==> src/rtl/si_statistics_poller_wb.sv <==
// Wishbone initiator: probes the statistics responder, streams registers 12..48 as one AXI-Stream record, optionally clears them.
// Zero-wait responder with tready high: 4 cycles per word, start to done under 50 cycles; holds tdata/tlast while tready is low.
module si_statistics_poller_wb #(
    parameter int unsigned ACK_TIMEOUT = 255,
    parameter logic [7:0]  BASE_ADR    = 8'h00
) (
    input  logic        wb_clk,
    input  logic        wb_rst,
    input  logic        start,
    input  logic [2:0]  clear_mask,
    output logic        busy,
    output logic        done,
    output logic [1:0]  err_code,
    output logic [7:0]  wb_adr_o,
    output logic [31:0] wb_dat_o,
    output logic        wb_we_o,
    output logic        wb_stb_o,
    output logic        wb_cyc_o,
    input  logic [31:0] wb_dat_i,
    input  logic        wb_ack_i,
    output logic [31:0] m_axis_tdata,
    output logic        m_axis_tvalid,
    input  logic        m_axis_tready,
    output logic        m_axis_tlast
);

    typedef enum logic [2:0] {IDLE, PROBE, READ, PUSH, CLEAR, DONE} state_t;

    localparam logic [15:0] TMO_LAST  = 16'(ACK_TIMEOUT - 1);
    localparam logic [7:0]  LAST_OFS  = 8'd48;

    state_t      state;
    logic [7:0]  offset;
    logic [2:0]  mask;
    logic [15:0] timer;
    logic [7:0]  acc_adr;

    always_comb begin
        acc_adr = BASE_ADR;
        case (state)
            READ:    acc_adr = BASE_ADR + offset;
            CLEAR:   acc_adr = BASE_ADR + 8'd8;
            default: acc_adr = BASE_ADR;
        endcase
    end

    always_ff @(posedge wb_clk) begin
        if (wb_rst) begin
            state         <= IDLE;
            offset        <= 8'd0;
            mask          <= 3'd0;
            timer         <= 16'd0;
            busy          <= 1'b0;
            done          <= 1'b0;
            err_code      <= 2'd0;
            wb_adr_o      <= 8'd0;
            wb_dat_o      <= 32'd0;
            wb_we_o       <= 1'b0;
            wb_stb_o      <= 1'b0;
            wb_cyc_o      <= 1'b0;
            m_axis_tdata  <= 32'd0;
            m_axis_tvalid <= 1'b0;
            m_axis_tlast  <= 1'b0;
        end else begin
            done <= 1'b0;
            case (state)
                IDLE: begin
                    if (start) begin
                        state    <= PROBE;
                        busy     <= 1'b1;
                        mask     <= clear_mask;
                        err_code <= 2'd0;
                    end
                end
                PROBE, READ, CLEAR: begin
                    // Every access state is entered with stb low, which gives the idle gap between accesses.
                    if (!wb_stb_o) begin
                        wb_cyc_o <= 1'b1;
                        wb_stb_o <= 1'b1;
                        wb_adr_o <= acc_adr;
                        timer    <= 16'd0;
                        if (state == CLEAR) begin
                            wb_we_o  <= 1'b1;
                            wb_dat_o <= {29'd0, mask};
                        end
                    end else if (wb_ack_i) begin
                        wb_cyc_o <= 1'b0;
                        wb_stb_o <= 1'b0;
                        wb_we_o  <= 1'b0;
                        wb_dat_o <= 32'd0;
                        case (state)
                            PROBE: begin
                                if (wb_dat_i == 32'd1) begin
                                    state  <= READ;
                                    offset <= 8'd12;
                                end else begin
                                    err_code <= 2'd1;
                                    state    <= DONE;
                                    done     <= 1'b1;
                                    busy     <= 1'b0;
                                end
                            end
                            READ: begin
                                m_axis_tdata  <= wb_dat_i;
                                m_axis_tlast  <= (offset == LAST_OFS);
                                m_axis_tvalid <= 1'b1;
                                state         <= PUSH;
                            end
                            default: begin
                                state <= DONE;
                                done  <= 1'b1;
                                busy  <= 1'b0;
                            end
                        endcase
                    end else if (timer == TMO_LAST) begin
                        wb_cyc_o <= 1'b0;
                        wb_stb_o <= 1'b0;
                        wb_we_o  <= 1'b0;
                        wb_dat_o <= 32'd0;
                        err_code <= 2'd2;
                        state    <= DONE;
                        done     <= 1'b1;
                        busy     <= 1'b0;
                    end else begin
                        timer <= timer + 16'd1;
                    end
                end
                PUSH: begin
                    if (m_axis_tready) begin
                        m_axis_tvalid <= 1'b0;
                        m_axis_tlast  <= 1'b0;
                        if (offset == LAST_OFS) begin
                            if (mask != 3'd0) begin
                                state <= CLEAR;
                            end else begin
                                state <= DONE;
                                done  <= 1'b1;
                                busy  <= 1'b0;
                            end
                        end else begin
                            offset <= offset + 8'd4;
                            state  <= READ;
                        end
                    end
                end
                DONE:    state <= IDLE;
                default: state <= IDLE;
            endcase
        end
    end

endmodule

==> config.mk <==
export PLATFORM = sky130hd
export DESIGN_NAME = si_statistics_poller_wb
export DESIGN_NICKNAME = d
export VERILOG_FILES = /design/src/rtl/si_statistics_poller_wb.sv
export SDC_FILE = /design/constraint.sdc
export NUM_CORES = 1
export LEC_CHECK = 0
export ABC_AREA = 1
export BUFFER_PORTS_ARGS = -buffer_cell sky130_fd_sc_hd__buf_2
export CAP_MARGIN = 15
export CORE_MARGIN = 2
export CORE_UTILIZATION = 35
export CTS_CLUSTER_DIAMETER = 50
export CTS_CLUSTER_SIZE = 30
export DETAILED_ROUTE_END_ITERATION = 10
export GPL_TIMING_DRIVEN = 0
export PLACE_DENSITY = 0.58
export SETUP_SLACK_MARGIN = 0.05
export SLEW_MARGIN = 20
export SYNTH_ARGS = -nofsm -noshare
export SYNTH_HDL_FRONTEND = slang
export SYNTH_SLANG_ARGS = --single-unit
==> constraint.sdc <==
create_clock -name wb_clk -period 3.13 [get_ports wb_clk]
set_input_delay 0.313 -clock wb_clk [delete_from_list [all_inputs] [get_ports wb_clk]]
set_output_delay 0.313 -clock wb_clk [all_outputs]
set_load 0.01 [all_outputs]
Word-level counts from Yosys, hierarchy flattened:

Cells that the tools add are included.

* multiplexer cells: 67
* $add $sub $neg: 2
* bitwise operators: 1
* reductions and logical operators: 18
* equal/unequal tests: 25

Operators with widths (number)
* $mux 32: 4
* $mux 16: 3
* $mux 8: 6
* $eq 32x1->1 const B: 1
* $pmux 8 s2: 2
* $mux 1: 30
* $ne 2x2->1 const B: 12
* $mux 3: 7
* $add 16x1->16 const B: 1
* $eq 16x8->1 const B: 1
* $mux 2: 6
* $ne 3x3->1 const B: 4
* $pmux 1 s2: 5
* $pmux 3 s3: 1
* $reduce_and 9->1: 1
* $add 8x3->8 const B: 1
* $eq 8x6->1 const B: 1
* $reduce_and 4->1: 2
* $reduce_and 7->1: 1
* $eq 3x2->1 const B: 2
* $pmux 3 s2: 1
* $reduce_and 2->1: 3
* $reduce_and 3->1: 2
* $reduce_and 6->1: 1
* 12 further kinds: 15

* bits in registers: 111
* logic and storage cells: 128

Longest topological paths before layout:

* depth after elaboration: 6
* depth in mapped cells: 14
* depth with buffers taken out: 14

Worst setup path before layout:

No wires, ideal clock.

* path type: register -> register
* start point: register state[2]
* end point: register m_axis_tdata[10]
* setup slack: 1.579 ns
* required time: 3.014 ns
* path buffers: 3
* arrival: 1.434 ns
* setup time: 0.116 ns
* cell stages (with the launch flop): 14
* cells stage by stage: dfxtp_1 -> buf_4 -> nor2_4 -> nand2_4 -> nand2_2 -> inv_2 -> nand2_4 -> o21ai_4 -> nand2_4 -> nor2_4 -> buf_6 -> buf_6 -> o21ai_1 -> a21oi_1

* word-level cells in the longest chain between the ends: 3
* elaborated cells on any way between the ends: 5
* classes of those cells: 3 x eq/ne; 2 x reduce/logical

Ends and longest elaborated chain
* from (decl): line 32 `state_t state;`
* from (signal assigned): line 49 `state <= IDLE;`
* from (signal assigned): line 69 `state <= PROBE;`
* from (signal assigned): line 94 `state <= READ;`
* $eq 3x3->1, or another cell as far along: line 66 `case (state)`
* $reduce_or 3->1: line 66
* $reduce_and 4->1 (no source line) (*)
* to (signal assigned): line 104 `m_axis_tdata <= wb_dat_i;`
* to (decl): line 21 `output logic [31:0] m_axis_tdata,`

Mark *: on every way between the ends. The rest lies on a longest branch, timed or not.
A chain may end at the register's enable or synchronous reset.

Final worst setup path:

* start point: register timer[0]
* end point: register timer[12]

* word-level cells in the longest chain between the ends: 4
* elaborated cells on any way between the ends: 7
* classes of those cells: 1 x add/sub; 2 x eq/ne; 3 x mux; 1 x reduce/logical

Ends and longest elaborated chain
* from (decl): line 35 `logic [15:0] timer;`
* from (signal assigned): line 125 `timer <= timer + 16'd1;`
* $add 16x1->16: line 125
* $mux 16: line 115 `end else if (timer == TMO_LAST) begin`
* $mux 16: line 86 `end else if (wb_ack_i) begin`
* $mux 16: line 77 `if (!wb_stb_o) begin`

Parallel ways exist; a longest one is shown, timed or not. The select of a mux whose other input is x is not followed.

==> flow_metrics.tcl <==
set metrics [dict create \
    status "finished, final reports clean" \
    grt-ovfl-total 0 \
    cts_inserted_buffers 9 \
    wl_mm 10.12 \
    diodes 0 \
    switchingPower_uw 1317 \
    ctsHtreeMaxLevel 3 \
    vias 3891 \
    finalSetupViolCount 0 \
    cts.path.max_buffers 2 \
    yosysUniqueCellTypes 32 \
    tns_ps 0 \
    rsz0062_at_grt "false" \
    r2r_slack_ps 1310 \
    cts_tree "built" \
    critical-path-top-delay-family "simple AND/OR/NAND/NOR gates" \
    layout-drive-gt1-share_pct 23.82 \
    crit_chain "inv_1 > ha_1 > nand3_1 > nor3_1 > nand2_1 > nand3_2 > nand2_2 > inv_1 > buf_2 > nand2_1 > a21oi_1" \
    worstSetupStartpointType "register" \
    fin_crit_sh_pct 58.22 \
    fmax_mhz 548.8 \
    setup_ws_ps 1308 \
    comb_power_share_pct 35.9 \
    dr.pass1.iters 5 \
    gp_congestion 0.8794 \
    cts_num_sinks 79 \
    antenna_found_initial 0 \
    drc 0 \
    syn_inst 584 \
    ant_nets 0 \
    critical_path_class "reg -> reg" \
    ys_seq_elements 79 \
    core_area_um2 11320 \
    cts_setup_buffers 0 \
    crit_buf_inv 3 \
    holdWs_ps 221.1 \
    post-route-min-period_ps 1822 \
    switching_share_pct 38.81 \
    ctsHoldBuffers 0 \
    critPathRequiredTime_ps 3390 \
    critPathMaxFanout 10 \
    drv_cap 0 \
    p_seq_share_pct 35.6 \
    hp-class "in -> reg" \
    ys_seq_area_share_pct 39.12 \
    dieArea_um2 12430 \
    yosys_warnings 0 \
    critical_path.endpoint_type "register" \
    grt_pass1_vias 3693 \
    cellPowerDensity_nw_per_um2 672.1 \
    p_leak_uw 0.002458 \
    cts_root_buffer "clkbuf_16" \
    final_core_util_pct 44.61 \
    netlist_area_um2 4043 \
    maxSlewViolCount 0 \
    p_int_uw 2077 \
    viasPerCell 4.519 \
    final_common_cell "nand2_1" \
    num_rows 39 \
    num-nets-final 757 \
    io_buffer_count 90 \
    hpwl_mm 7.974 \
    die_h_um 111.5 \
    cts_resized 0 \
    grt_max_degree 15 \
    vdd_drop_max_mv 0.2971 \
    syn-mean-instance-area_um2 6.922 \
    clkSlewWorstSetupHoldPaths_ps 60 \
    die_x_um 111.5 \
    cpPeakStageDelay_ps 340 \
    slowest_stage "dfxtp_1" \
    total_power_uw 3394 \
    syn2layout_area_growth_pct 24.91 \
    dr.first_iter.drc_count 183 \
    dp_slack_ps 1122 \
    start_util_pct 35.71 \
    hold_viol_final 0 \
    post_drt_wl_per_cell_um 11.76 \
    clockPowerShare_pct 28.5 \
    grt_usage_pct 16.81 \
    critical_path_arrival_ps 2090 \
    clkLatencyLatePin_ps 340 \
    io_pins 121 \
    finalClockSkew_ps 7.911 \
    slew_headroom_pct 59.87 \
    final_cell_mix "nand2_1, buf_2, dfxtp_1" \
    grt_pass1_wl_mm 17.05 \
    worst_slew_pin_slew_ps 597.9 \
]
-- flip-flops by register name, indices dropped and copies added, names as in the netlist, 2 cells and up --
signal / cells
wb_dat_o: 3
err_code: 2
wb_adr_o: 7
state: 3
m_axis_tdata: 32
mask: 3
offset: 6
timer: 16
-- cell usage after synthesis --
| library cell | number | area [um^2] |
|---|---|---|
| nand2_1 | 122 | 457.9 |
| dfxtp_1 | 79 | 1582 |
| inv_1 | 76 | 285.3 |
| a21oi_1 | 64 | 320.3 |
| nor2_1 | 57 | 214.0 |
| buf_4 | 32 | 240.2 |
| o21ai_0 | 28 | 140.1 |
| nand3_1 | 27 | 135.1 |
| o21ai_1 | 21 | 105.1 |
| nor3_1 | 14 | 70.07 |
| nand4_1 | 8 | 50.05 |
| clkbuf_1 | 7 | 26.28 |
| buf_6 | 6 | 67.56 |
| inv_2 | 5 | 18.77 |
| nand2_2 | 5 | 31.28 |
| xor2_1 | 5 | 43.79 |
| buf_2 | 4 | 20.02 |
| ha_1 | 4 | 50.05 |
| nor2_4 | 4 | 45.04 |
| nand2_4 | 3 | 33.78 |
| xnor2_1 | 2 | 17.52 |
| a31oi_1 | 1 | 6.260 |
| conb_1 | 1 | 3.750 |
| nand3_2 | 1 | 10.01 |
| nor2_2 | 1 | 6.260 |
| nor3_2 | 1 | 10.01 |
| nor4_1 | 1 | 6.260 |
| o211ai_1 | 1 | 7.510 |
| o21ai_4 | 1 | 16.27 |
| o31ai_1 | 1 | 7.510 |
| or2_2 | 1 | 6.260 |
| or2_4 | 1 | 8.760 |
-- worst reg2reg max path: cells and delay by family (launching register included) --
family	cells	cell delay, ps
and+or+nand+nor	6	660
buffers and inverters	3	430
DFF	1	340
adders and majority gates	1	170
AOI/OAI and AO/OA	1	140
-- power groups by stage --
| stage | registers [uW] | logic [uW] | clock network [uW] |
|---|---|---|---|
| floorplan | 1260 | 842 | 0 |
| global placement | 1230 | 1210 | 0 |
| detailed placement | 1230 | 1230 | 0 |
| CTS | 1210 | 1230 | 1000 |
| global route | 1220 | 1380 | 1050 |
| finish | 1210 | 1220 | 968 |
-- routing by layer --
metal / part of all wire (%) / track usage (%)
met1: 43 / 19.06
met2: 49 / 29.55
met3: 6.2 / 5.389
met4: 1.9 / 6.337
met5: 0 / 0
-- cells by family after synthesis --
group                      Yosys count  synth area share (%)
and+or+nand+nor                    246                 26.83
buffers and inverters              130                 16.28
AOI/OAI and AO/OA                  117                 14.92
DFF                                 79                 39.12
xor gates and xnor gates             7                 1.517
adders and majority gates            4                 1.238
other                                1               0.09276
-- area by class of cell --
cell class | count | area [um^2]
Buffer | 49 | 354.1
Multi-Input combinational cell | 403 | 1908
Fill cell | 1221 | 6271
Timing Repair Buffer | 90 | 450.4
Tap cell | 143 | 178.9
Inverter | 81 | 304.0
Clock inverter | 7 | 47.55
Clock buffer | 9 | 225.2
Sequential cell | 79 | 1582
-- final timing paths --
check | cells past startpoint | from | to
hold / removal | 3 | wb_dat_i[23] | m_axis_tdata[23]
hold reg to reg | 2 | wb_adr_o[1] | wb_adr_o[1]
setup reg to reg | 11 | timer[0] | timer[12]
setup / recovery | 11 | timer[0] | timer[12]
-- stage by stage --
step	std cells	instance area (um^2)
2_1_floorplan	612	4148
3_3_place_gp	845	4777
3_5_place_dp	845	4777
4_1_cts	861	5050
5_1_grt	861	5050
6_report	861	5050
Power figures use the tool's default switching activity.
